$ cat src/rtl/match_flow_controller_if.sv
// Bus between the button decoder / game logic and the match flow controller.
// PAUSE_EN adds the pause_btn input.
interface match_flow_controller_if;
  logic       frame_tick;
  logic       start_btn;
  logic       mode_sel;
  logic       p1_ko;
  logic       p2_ko;
`ifdef PAUSE_EN
  logic       pause_btn;
`endif
  logic       game_mode;
  logic       input_enable;
  logic       char_reset;
  logic [2:0] state;
  logic [1:0] countdown_sec;
  logic [6:0] timer_sec;
  logic [1:0] p1_rounds;
  logic [1:0] p2_rounds;
  logic [1:0] round_winner;
  logic [1:0] match_winner;

  modport master (
`ifdef PAUSE_EN
    output pause_btn,
`endif
    output frame_tick, start_btn, mode_sel, p1_ko, p2_ko,
    input  game_mode, input_enable, char_reset, state, countdown_sec,
    input  timer_sec, p1_rounds, p2_rounds, round_winner, match_winner
  );

  modport slave (
`ifdef PAUSE_EN
    input  pause_btn,
`endif
    input  frame_tick, start_btn, mode_sel, p1_ko, p2_ko,
    output game_mode, input_enable, char_reset, state, countdown_sec,
    output timer_sec, p1_rounds, p2_rounds, round_winner, match_winner
  );
endinterface

$ cat src/rtl/match_flow_controller.sv
// Match sequencer: menu, countdown, fight, round result, match result.
// Optional PAUSE_EN macro adds a pause button and PAUSED state (code 5).
module match_flow_controller #(
  parameter int FPS           = 60,
  parameter int COUNTDOWN_SEC = 3,
  parameter int ROUND_SEC     = 60,
  parameter int RESULT_FRAMES = 120,
  parameter int ROUNDS_TO_WIN = 2
) (
  input logic                    clk,
  input logic                    reset,
  match_flow_controller_if.slave bus
);
  localparam int FC_MAX = (FPS > RESULT_FRAMES) ? FPS : RESULT_FRAMES;
  localparam int FC_W   = $clog2(FC_MAX + 1);

  typedef enum logic [2:0] {
    IDLE      = 3'd0,
    COUNTDOWN = 3'd1,
    FIGHT     = 3'd2,
    ROUND_END = 3'd3,
    MATCH_END = 3'd4
`ifdef PAUSE_EN
    ,PAUSED   = 3'd5
`endif
  } state_e;

  state_e          state_q, state_d;
  logic            game_mode_q, game_mode_d;
  logic            input_enable_q, input_enable_d;
  logic            char_reset_q, char_reset_d;
  logic [1:0]      countdown_sec_q, countdown_sec_d;
  logic [6:0]      timer_sec_q, timer_sec_d;
  logic [1:0]      p1_rounds_q, p1_rounds_d;
  logic [1:0]      p2_rounds_q, p2_rounds_d;
  logic [1:0]      round_winner_q, round_winner_d;
  logic [1:0]      match_winner_q, match_winner_d;
  logic [FC_W-1:0] frame_cnt_q, frame_cnt_d;
  logic            start_prev_q, start_prev_d;
  logic            start_evt_q, start_evt_d;
`ifdef PAUSE_EN
  logic            pause_prev_q, pause_prev_d;
  logic            pause_evt_q, pause_evt_d;
`endif
  logic            sec_wrap;
  logic            round_done;

  assign sec_wrap = (frame_cnt_q == FC_W'(FPS - 1));

  always_comb begin
    state_d         = state_q;
    game_mode_d     = game_mode_q;
    countdown_sec_d = countdown_sec_q;
    timer_sec_d     = timer_sec_q;
    p1_rounds_d     = p1_rounds_q;
    p2_rounds_d     = p2_rounds_q;
    round_winner_d  = round_winner_q;
    match_winner_d  = match_winner_q;
    frame_cnt_d     = frame_cnt_q;
    round_done      = 1'b0;
    start_prev_d    = bus.start_btn;
    start_evt_d     = bus.start_btn & ~start_prev_q;
`ifdef PAUSE_EN
    pause_prev_d    = bus.pause_btn;
    pause_evt_d     = bus.pause_btn & ~pause_prev_q;
`endif

    case (state_q)
      IDLE: if (start_evt_q) begin
        game_mode_d     = bus.mode_sel;
        p1_rounds_d     = 2'd0;
        p2_rounds_d     = 2'd0;
        match_winner_d  = 2'd0;
        countdown_sec_d = 2'(COUNTDOWN_SEC);
        frame_cnt_d     = '0;
        state_d         = COUNTDOWN;
      end
      COUNTDOWN: if (bus.frame_tick) begin
        if (sec_wrap) begin
          frame_cnt_d     = '0;
          countdown_sec_d = countdown_sec_q - 2'd1;
          if (countdown_sec_q == 2'd1) begin
            timer_sec_d    = 7'(ROUND_SEC);
            round_winner_d = 2'd0;
            state_d        = FIGHT;
          end
        end else begin
          frame_cnt_d = frame_cnt_q + 1'b1;
        end
      end
      FIGHT: begin
`ifdef PAUSE_EN
        if (pause_evt_q) state_d = PAUSED;
        else
`endif
        if (bus.frame_tick) begin
          frame_cnt_d = sec_wrap ? '0 : frame_cnt_q + 1'b1;
          if (sec_wrap) timer_sec_d = timer_sec_q - 7'd1;
          // KO outranks a time-out landing on the same tick.
          round_done = 1'b1;
          if (bus.p1_ko && bus.p2_ko) begin
            round_winner_d = 2'b11;
          end else if (bus.p2_ko) begin
            round_winner_d = 2'b01;
            p1_rounds_d    = (p1_rounds_q == 2'd3) ? 2'd3 : p1_rounds_q + 2'd1;
          end else if (bus.p1_ko) begin
            round_winner_d = 2'b10;
            p2_rounds_d    = (p2_rounds_q == 2'd3) ? 2'd3 : p2_rounds_q + 2'd1;
          end else if (sec_wrap && timer_sec_q == 7'd1) begin
            round_winner_d = 2'b11;
          end else begin
            round_done = 1'b0;
          end
          if (round_done) begin
            frame_cnt_d = '0;
            state_d     = ROUND_END;
          end
        end
      end
      ROUND_END: if (bus.frame_tick) begin
        if (frame_cnt_q == FC_W'(RESULT_FRAMES - 1)) begin
          frame_cnt_d = '0;
          if (p1_rounds_q == 2'(ROUNDS_TO_WIN)) begin
            match_winner_d = 2'b01;
            state_d        = MATCH_END;
          end else if (p2_rounds_q == 2'(ROUNDS_TO_WIN)) begin
            match_winner_d = 2'b10;
            state_d        = MATCH_END;
          end else begin
            countdown_sec_d = 2'(COUNTDOWN_SEC);
            state_d         = COUNTDOWN;
          end
        end else begin
          frame_cnt_d = frame_cnt_q + 1'b1;
        end
      end
      MATCH_END: if (start_evt_q) state_d = IDLE;
`ifdef PAUSE_EN
      PAUSED: if (pause_evt_q) state_d = FIGHT;
`endif
      default: state_d = IDLE;
    endcase

    // Gating outputs follow the next state so they change with the state code.
    input_enable_d = (state_d == FIGHT);
    char_reset_d   = (state_d == IDLE) || (state_d == COUNTDOWN) || (state_d == MATCH_END);
  end

  always_ff @(posedge clk or posedge reset) begin
    if (reset) begin
      state_q         <= IDLE;
      game_mode_q     <= 1'b0;
      input_enable_q  <= 1'b0;
      char_reset_q    <= 1'b1;
      countdown_sec_q <= 2'd0;
      timer_sec_q     <= 7'd0;
      p1_rounds_q     <= 2'd0;
      p2_rounds_q     <= 2'd0;
      round_winner_q  <= 2'd0;
      match_winner_q  <= 2'd0;
      frame_cnt_q     <= '0;
      start_prev_q    <= 1'b0;
      start_evt_q     <= 1'b0;
`ifdef PAUSE_EN
      pause_prev_q    <= 1'b0;
      pause_evt_q     <= 1'b0;
`endif
    end else begin
      state_q         <= state_d;
      game_mode_q     <= game_mode_d;
      input_enable_q  <= input_enable_d;
      char_reset_q    <= char_reset_d;
      countdown_sec_q <= countdown_sec_d;
      timer_sec_q     <= timer_sec_d;
      p1_rounds_q     <= p1_rounds_d;
      p2_rounds_q     <= p2_rounds_d;
      round_winner_q  <= round_winner_d;
      match_winner_q  <= match_winner_d;
      frame_cnt_q     <= frame_cnt_d;
      start_prev_q    <= start_prev_d;
      start_evt_q     <= start_evt_d;
`ifdef PAUSE_EN
      pause_prev_q    <= pause_prev_d;
      pause_evt_q     <= pause_evt_d;
`endif
    end
  end

  assign bus.state         = state_q;
  assign bus.game_mode     = game_mode_q;
  assign bus.input_enable  = input_enable_q;
  assign bus.char_reset    = char_reset_q;
  assign bus.countdown_sec = countdown_sec_q;
  assign bus.timer_sec     = timer_sec_q;
  assign bus.p1_rounds     = p1_rounds_q;
  assign bus.p2_rounds     = p2_rounds_q;
  assign bus.round_winner  = round_winner_q;
  assign bus.match_winner  = match_winner_q;
endmodule

$ cat src/flat_wrapper.sv
// flat-port wrapper written by rule: the top's interface ports become plain ports
module match_flow_controller_flat 
#(
  parameter int FPS           = 60,
  parameter int COUNTDOWN_SEC = 3,
  parameter int ROUND_SEC     = 60,
  parameter int RESULT_FRAMES = 120,
  parameter int ROUNDS_TO_WIN = 2
)
  (clk, reset, bus_frame_tick, bus_start_btn, bus_mode_sel, bus_p1_ko, bus_p2_ko, bus_game_mode, bus_input_enable, bus_char_reset, bus_state, bus_countdown_sec, bus_timer_sec, bus_p1_rounds, bus_p2_rounds, bus_round_winner, bus_match_winner);
  match_flow_controller_if bus_i ();
  input logic clk;
  input logic reset;
  input wire logic [$bits(bus_i.frame_tick)-1:0] bus_frame_tick;
  input wire logic [$bits(bus_i.start_btn)-1:0] bus_start_btn;
  input wire logic [$bits(bus_i.mode_sel)-1:0] bus_mode_sel;
  input wire logic [$bits(bus_i.p1_ko)-1:0] bus_p1_ko;
  input wire logic [$bits(bus_i.p2_ko)-1:0] bus_p2_ko;
  output wire logic [$bits(bus_i.game_mode)-1:0] bus_game_mode;
  output wire logic [$bits(bus_i.input_enable)-1:0] bus_input_enable;
  output wire logic [$bits(bus_i.char_reset)-1:0] bus_char_reset;
  output wire logic [$bits(bus_i.state)-1:0] bus_state;
  output wire logic [$bits(bus_i.countdown_sec)-1:0] bus_countdown_sec;
  output wire logic [$bits(bus_i.timer_sec)-1:0] bus_timer_sec;
  output wire logic [$bits(bus_i.p1_rounds)-1:0] bus_p1_rounds;
  output wire logic [$bits(bus_i.p2_rounds)-1:0] bus_p2_rounds;
  output wire logic [$bits(bus_i.round_winner)-1:0] bus_round_winner;
  output wire logic [$bits(bus_i.match_winner)-1:0] bus_match_winner;
  assign bus_i.frame_tick = bus_frame_tick;
  assign bus_i.start_btn = bus_start_btn;
  assign bus_i.mode_sel = bus_mode_sel;
  assign bus_i.p1_ko = bus_p1_ko;
  assign bus_i.p2_ko = bus_p2_ko;
  assign bus_game_mode = bus_i.game_mode;
  assign bus_input_enable = bus_i.input_enable;
  assign bus_char_reset = bus_i.char_reset;
  assign bus_state = bus_i.state;
  assign bus_countdown_sec = bus_i.countdown_sec;
  assign bus_timer_sec = bus_i.timer_sec;
  assign bus_p1_rounds = bus_i.p1_rounds;
  assign bus_p2_rounds = bus_i.p2_rounds;
  assign bus_round_winner = bus_i.round_winner;
  assign bus_match_winner = bus_i.match_winner;
  match_flow_controller #(.FPS(FPS), .COUNTDOWN_SEC(COUNTDOWN_SEC), .ROUND_SEC(ROUND_SEC), .RESULT_FRAMES(RESULT_FRAMES), .ROUNDS_TO_WIN(ROUNDS_TO_WIN)) u_core (.clk(clk), .reset(reset), .bus(bus_i));
endmodule
$ cat config.mk
export PLATFORM = sky130hd
export DESIGN_NAME = match_flow_controller_flat
export DESIGN_NICKNAME = d
export VERILOG_FILES = /design/src/rtl/match_flow_controller_if.sv /design/src/rtl/match_flow_controller.sv /design/src/flat_wrapper.sv
export SDC_FILE = /design/constraint.sdc
export NUM_CORES = 1
export LEC_CHECK = 0
export CAP_MARGIN = 10
export CORE_MARGIN = 1
export CORE_UTILIZATION = 57
export DETAILED_ROUTE_END_ITERATION = 10
export GPL_TIMING_DRIVEN = 0
export PLACE_DENSITY = 0.86
export SLEW_MARGIN = 20
export SYNTH_ARGS = -nofsm -noshare
export SYNTH_HDL_FRONTEND = slang
export SYNTH_SLANG_ARGS = --single-unit
$ cat constraint.sdc
create_clock -name clk -period 3.8 [get_ports clk]
set_input_delay 1.14 -clock clk [delete_from_list [all_inputs] [get_ports clk]]
set_output_delay 1.14 -clock clk [all_outputs]
set_load 0.05 [all_outputs]
==> impl_results.md <==
- Status: complete, no violations
- Initial antenna violation count: 0
- Clock Sinks: 32
- Final Hold Slack: 0.456 ns
- Routed wire per std cell: about 14 µm
- Grt total ovfl: 0
- FF-to-FF setup slack: around 1.9 ns
- Post-CTS sizing: 0
- Ratio of final minimum period to clock period: about 74%
- Drt pass-1 iters: 4
- Largest net degree at the start of global routing: 33
- Die height: 58.9 µm
- Max Slew Vio Count: 0
- Sw power: roughly 0.00063 W
- GPL Wtd Cong: between 0.8 and 0.9
- Final WS setup: around 0.97 ns
- CTS Buf Count: 5
- Crit start category: register
- Final setup TNS: 0 ns
- WP data arrival: 1.69 ns
- Synth unique cells: 50
- Core area: just over 3000 µm²
- Tightest Pin Transition: 0.658 ns
- Part of the power in combinational logic: a little under half
- HP Class: register to register
- # diodes: 0
- Ports: 30
- Clk pin slew, worst setup/hold paths: 0.09 ns
- Vias per inst: slightly below 6
- Warnings from Yosys: 0
- DRC violation count after routing: 0
- Vias in the first global route: approximately 1500
- Detail Placement HPWL: between 2000 and 3000 µm
- CP max stage cell: clkdlybuf4s50_1
- Seq/Total Area, Yosys: 43.5%
- RSZ-0062 raised after global routing: no
- Cell Pwr Density: 629 nW/µm²
- Largest cells by area after synthesis: dfrtp_1 42%, nand2_1 6.5%, nor2_1 3.9%, o21ai_1 3.0%, ha_1 2.7%
- Worst Clk Skew: approximately 0.013 ns
- Slew margin rel.: 56.0%
- Layout cell share with drive strength beyond 1: between 8 and 9%
- First-pass GRT wire length: between 6000 and 7000 µm
- Sw frac: between 40% and 50%
- CTS tree: done
- Insertion delay to the later sink of the worst-skew pair: around 0.35 ns
- Final worst path period need: 2.83 ns
- Yosys top cell area share: a little over two fifths
- Avg Cell Area, Syn: 8.82 µm²
- Initial core utilization: between 60% and 70%
- # port buffers: 29
- Die Wd: about 60 µm
- #FFs+latches synth: 32
- Root Driver: clkbuf_4
- Final wirelength: roughly 4000 µm
- H-tree levels: 2
- Setup CP Type: register to output port
- Worst path max stage delay: ~0.85 ns
- Total Nets Final: 256
- Cell family with most CP delay: buffers and inverters
- Seq pwr share: a little over a third
- WP buf/inv: 1
- FP Rows: 20
- Req. time, crit path: approximately 2.7 ns
- CP endpoint kind: output port
- Pint: 0.000789 W
- Clock tree buffer depth: 2
- Postcts setup bufs: 0
- Die ar.: between 3000 and 4000 µm²
- # setup viols final: 0
- Fmax: between 0.3 and 0.4 GHz
- Iteration-0 DRC count of the detailed router: 122
- Synthesized area: 1840 µm²
- Gr usage total: a little over a quarter
- Final-report hold violation count: 0
- Worst vdd ir: 0.355 mV
- Antenna viol nets, final: 0
- Number of hold buffers added after CTS: 0
- Clock power frac: 15.7%
- DR vias: ~1700
- Leakage: 0.944 nW
- Setup Slack @ Placement: 0.808 ns
- Number of max-cap violations: 0
- Post-synthesis cell count: approximately 210
- Critical-path cell list: clkdlybuf4s50_1
- Leading area contributor after synthesis: dfrtp_1
- Critical-path maximum fanout: 7
- Syn_nets: 220
- Area growth syn-to-layout: 22.5%
[layer usage]
layer	up-vias	GRT usage [%]	wire length (µm)
met5	-	0	0
met1	776	35.3	1870
met4	0	18.0	94
met3	9	4.62	215
met2	65	39.6	1810
li1	825	-	-
[cell type report]
cell class / count / area (µm²)
tap: 44 / 55.1
buffer: 5 / 33.8
clock buffer: 8 / 68.8
inverter: 13 / 48.8
fill: 238 / 796
timing repair buffer: 29 / 290
sequential: 32 / 802
multi-input combinational: 159 / 958
[sequential cells by signal (all words and copies together) (netlist names)]
name,cells
u_core.bus.char_reset,1
u_core.bus.countdown_sec,2
u_core.bus.game_mode,1
u_core.bus.input_enable,1
u_core.bus.match_winner,2
u_core.bus.p1_rounds,2
u_core.bus.p2_rounds,2
u_core.bus.round_winner,2
u_core.bus.state,3
u_core.bus.timer_sec,7
u_core.frame_cnt_q,7
u_core.start_evt_q,1
u_core.start_prev_q,1
[cells in the mapped netlist (all sizes together)]
master	number
a21boi	1
and2	1
and3b	1
nand4	4
nor3b	3
dfstp	1
a2bb2oi	2
nand4bb	1
and3	1
dfrtp	31
o221ai	1
mux2i	3
o311ai	2
or3	3
a21oi	7
o211ai	1
a31oi	7
xor2	2
nor3	9
a31o	1
buf	5
nand4b	1
a211oi	2
nor4	1
o2bb2ai	1
o2111ai	1
nor2b	5
o41ai	2
nand2	32
inv	13
nor4b	1
o21a	1
o21ai	17
nor2	19
o31ai	5
ha	4
nand2b	4
or4	1
nand3	8
a22oi	1
or2	1
and4bb	1
a21o	1
[logic make-up after synthesis]
kind of cell               synth area share, %
AOI/OAI and AO/OA                         19.5
adders and majority gates                 2.72
buffers and inverters                     4.48
and+or+nand+nor                           27.2
xor gates and xnor gates                 0.951
muxes                                     1.63
DFF                                       43.5
[through the flow]
step           cells  power (W)  util, %  area [µm²]
2_1_floorplan    209    0.00101        -        1840
3_3_place_gp     282    0.00118     71.7        2190
3_5_place_dp     282    0.00120     71.7        2190
4_1_cts          290    0.00143     73.9        2260
5_1_grt          290    0.00152     73.9        2260
6_report         290    0.00142     73.9        2260
[placed cells by master (no fill, tap or decap), types with 2 or more instances in the layout]
master / count
clkbuf_8: 2
o311ai_1: 2
a2bb2oi_1: 2
mux2i_1: 3
nand2b_1: 4
nor3b_1: 2
o31ai_1: 4
inv_1: 10
a211oi_1: 2
a31oi_1: 7
xor2_1: 2
dfrtp_1: 31
or3_1: 3
o21ai_0: 6
nor2_1: 19
a21oi_1: 6
nand4_1: 4
clkbuf_4: 5
nor2b_1: 5
o41ai_1: 2
clkdlybuf4s50_1: 29
nor3_1: 9
nand2_1: 32
o21ai_1: 11
nand3_1: 8
inv_2: 3
buf_2: 3
ha_1: 4
[power by group through the flow]
stage          sequential, W  clock, W  combinational, W
3_5_place_dp        0.000521         0          0.000681
3_3_place_gp        0.000516         0          0.000667
6_report            0.000514  0.000223          0.000682
4_1_cts             0.000513  0.000229          0.000683
2_1_floorplan       0.000678         0          0.000331
5_1_grt             0.000528  0.000244          0.000745
[final timing paths]
kind                                                     start                                endpoint  cells after the start
setup / recovery           u_core.bus.timer_sec[3]$_DFFE_PP0P_                        bus_timer_sec[3]                      1
hold / removal                   u_core.start_prev_q$_DFF_PP0_            u_core.start_evt_q$_DFF_PP0_                      1
setup reg to reg                 u_core.bus.state[2]$_DFF_PP0_     u_core.bus.timer_sec[5]$_DFFE_PP0P_                      6
hold reg to reg                  u_core.start_prev_q$_DFF_PP0_            u_core.start_evt_q$_DFF_PP0_                      1
max in group asynchronous                                reset       u_core.frame_cnt_q[5]$_DFFE_PP0P_                      2
min in group asynchronous                                reset  u_core.bus.round_winner[1]$_DFFE_PP0P_                      2
Note: power is estimated with default switching activity, not from simulation.
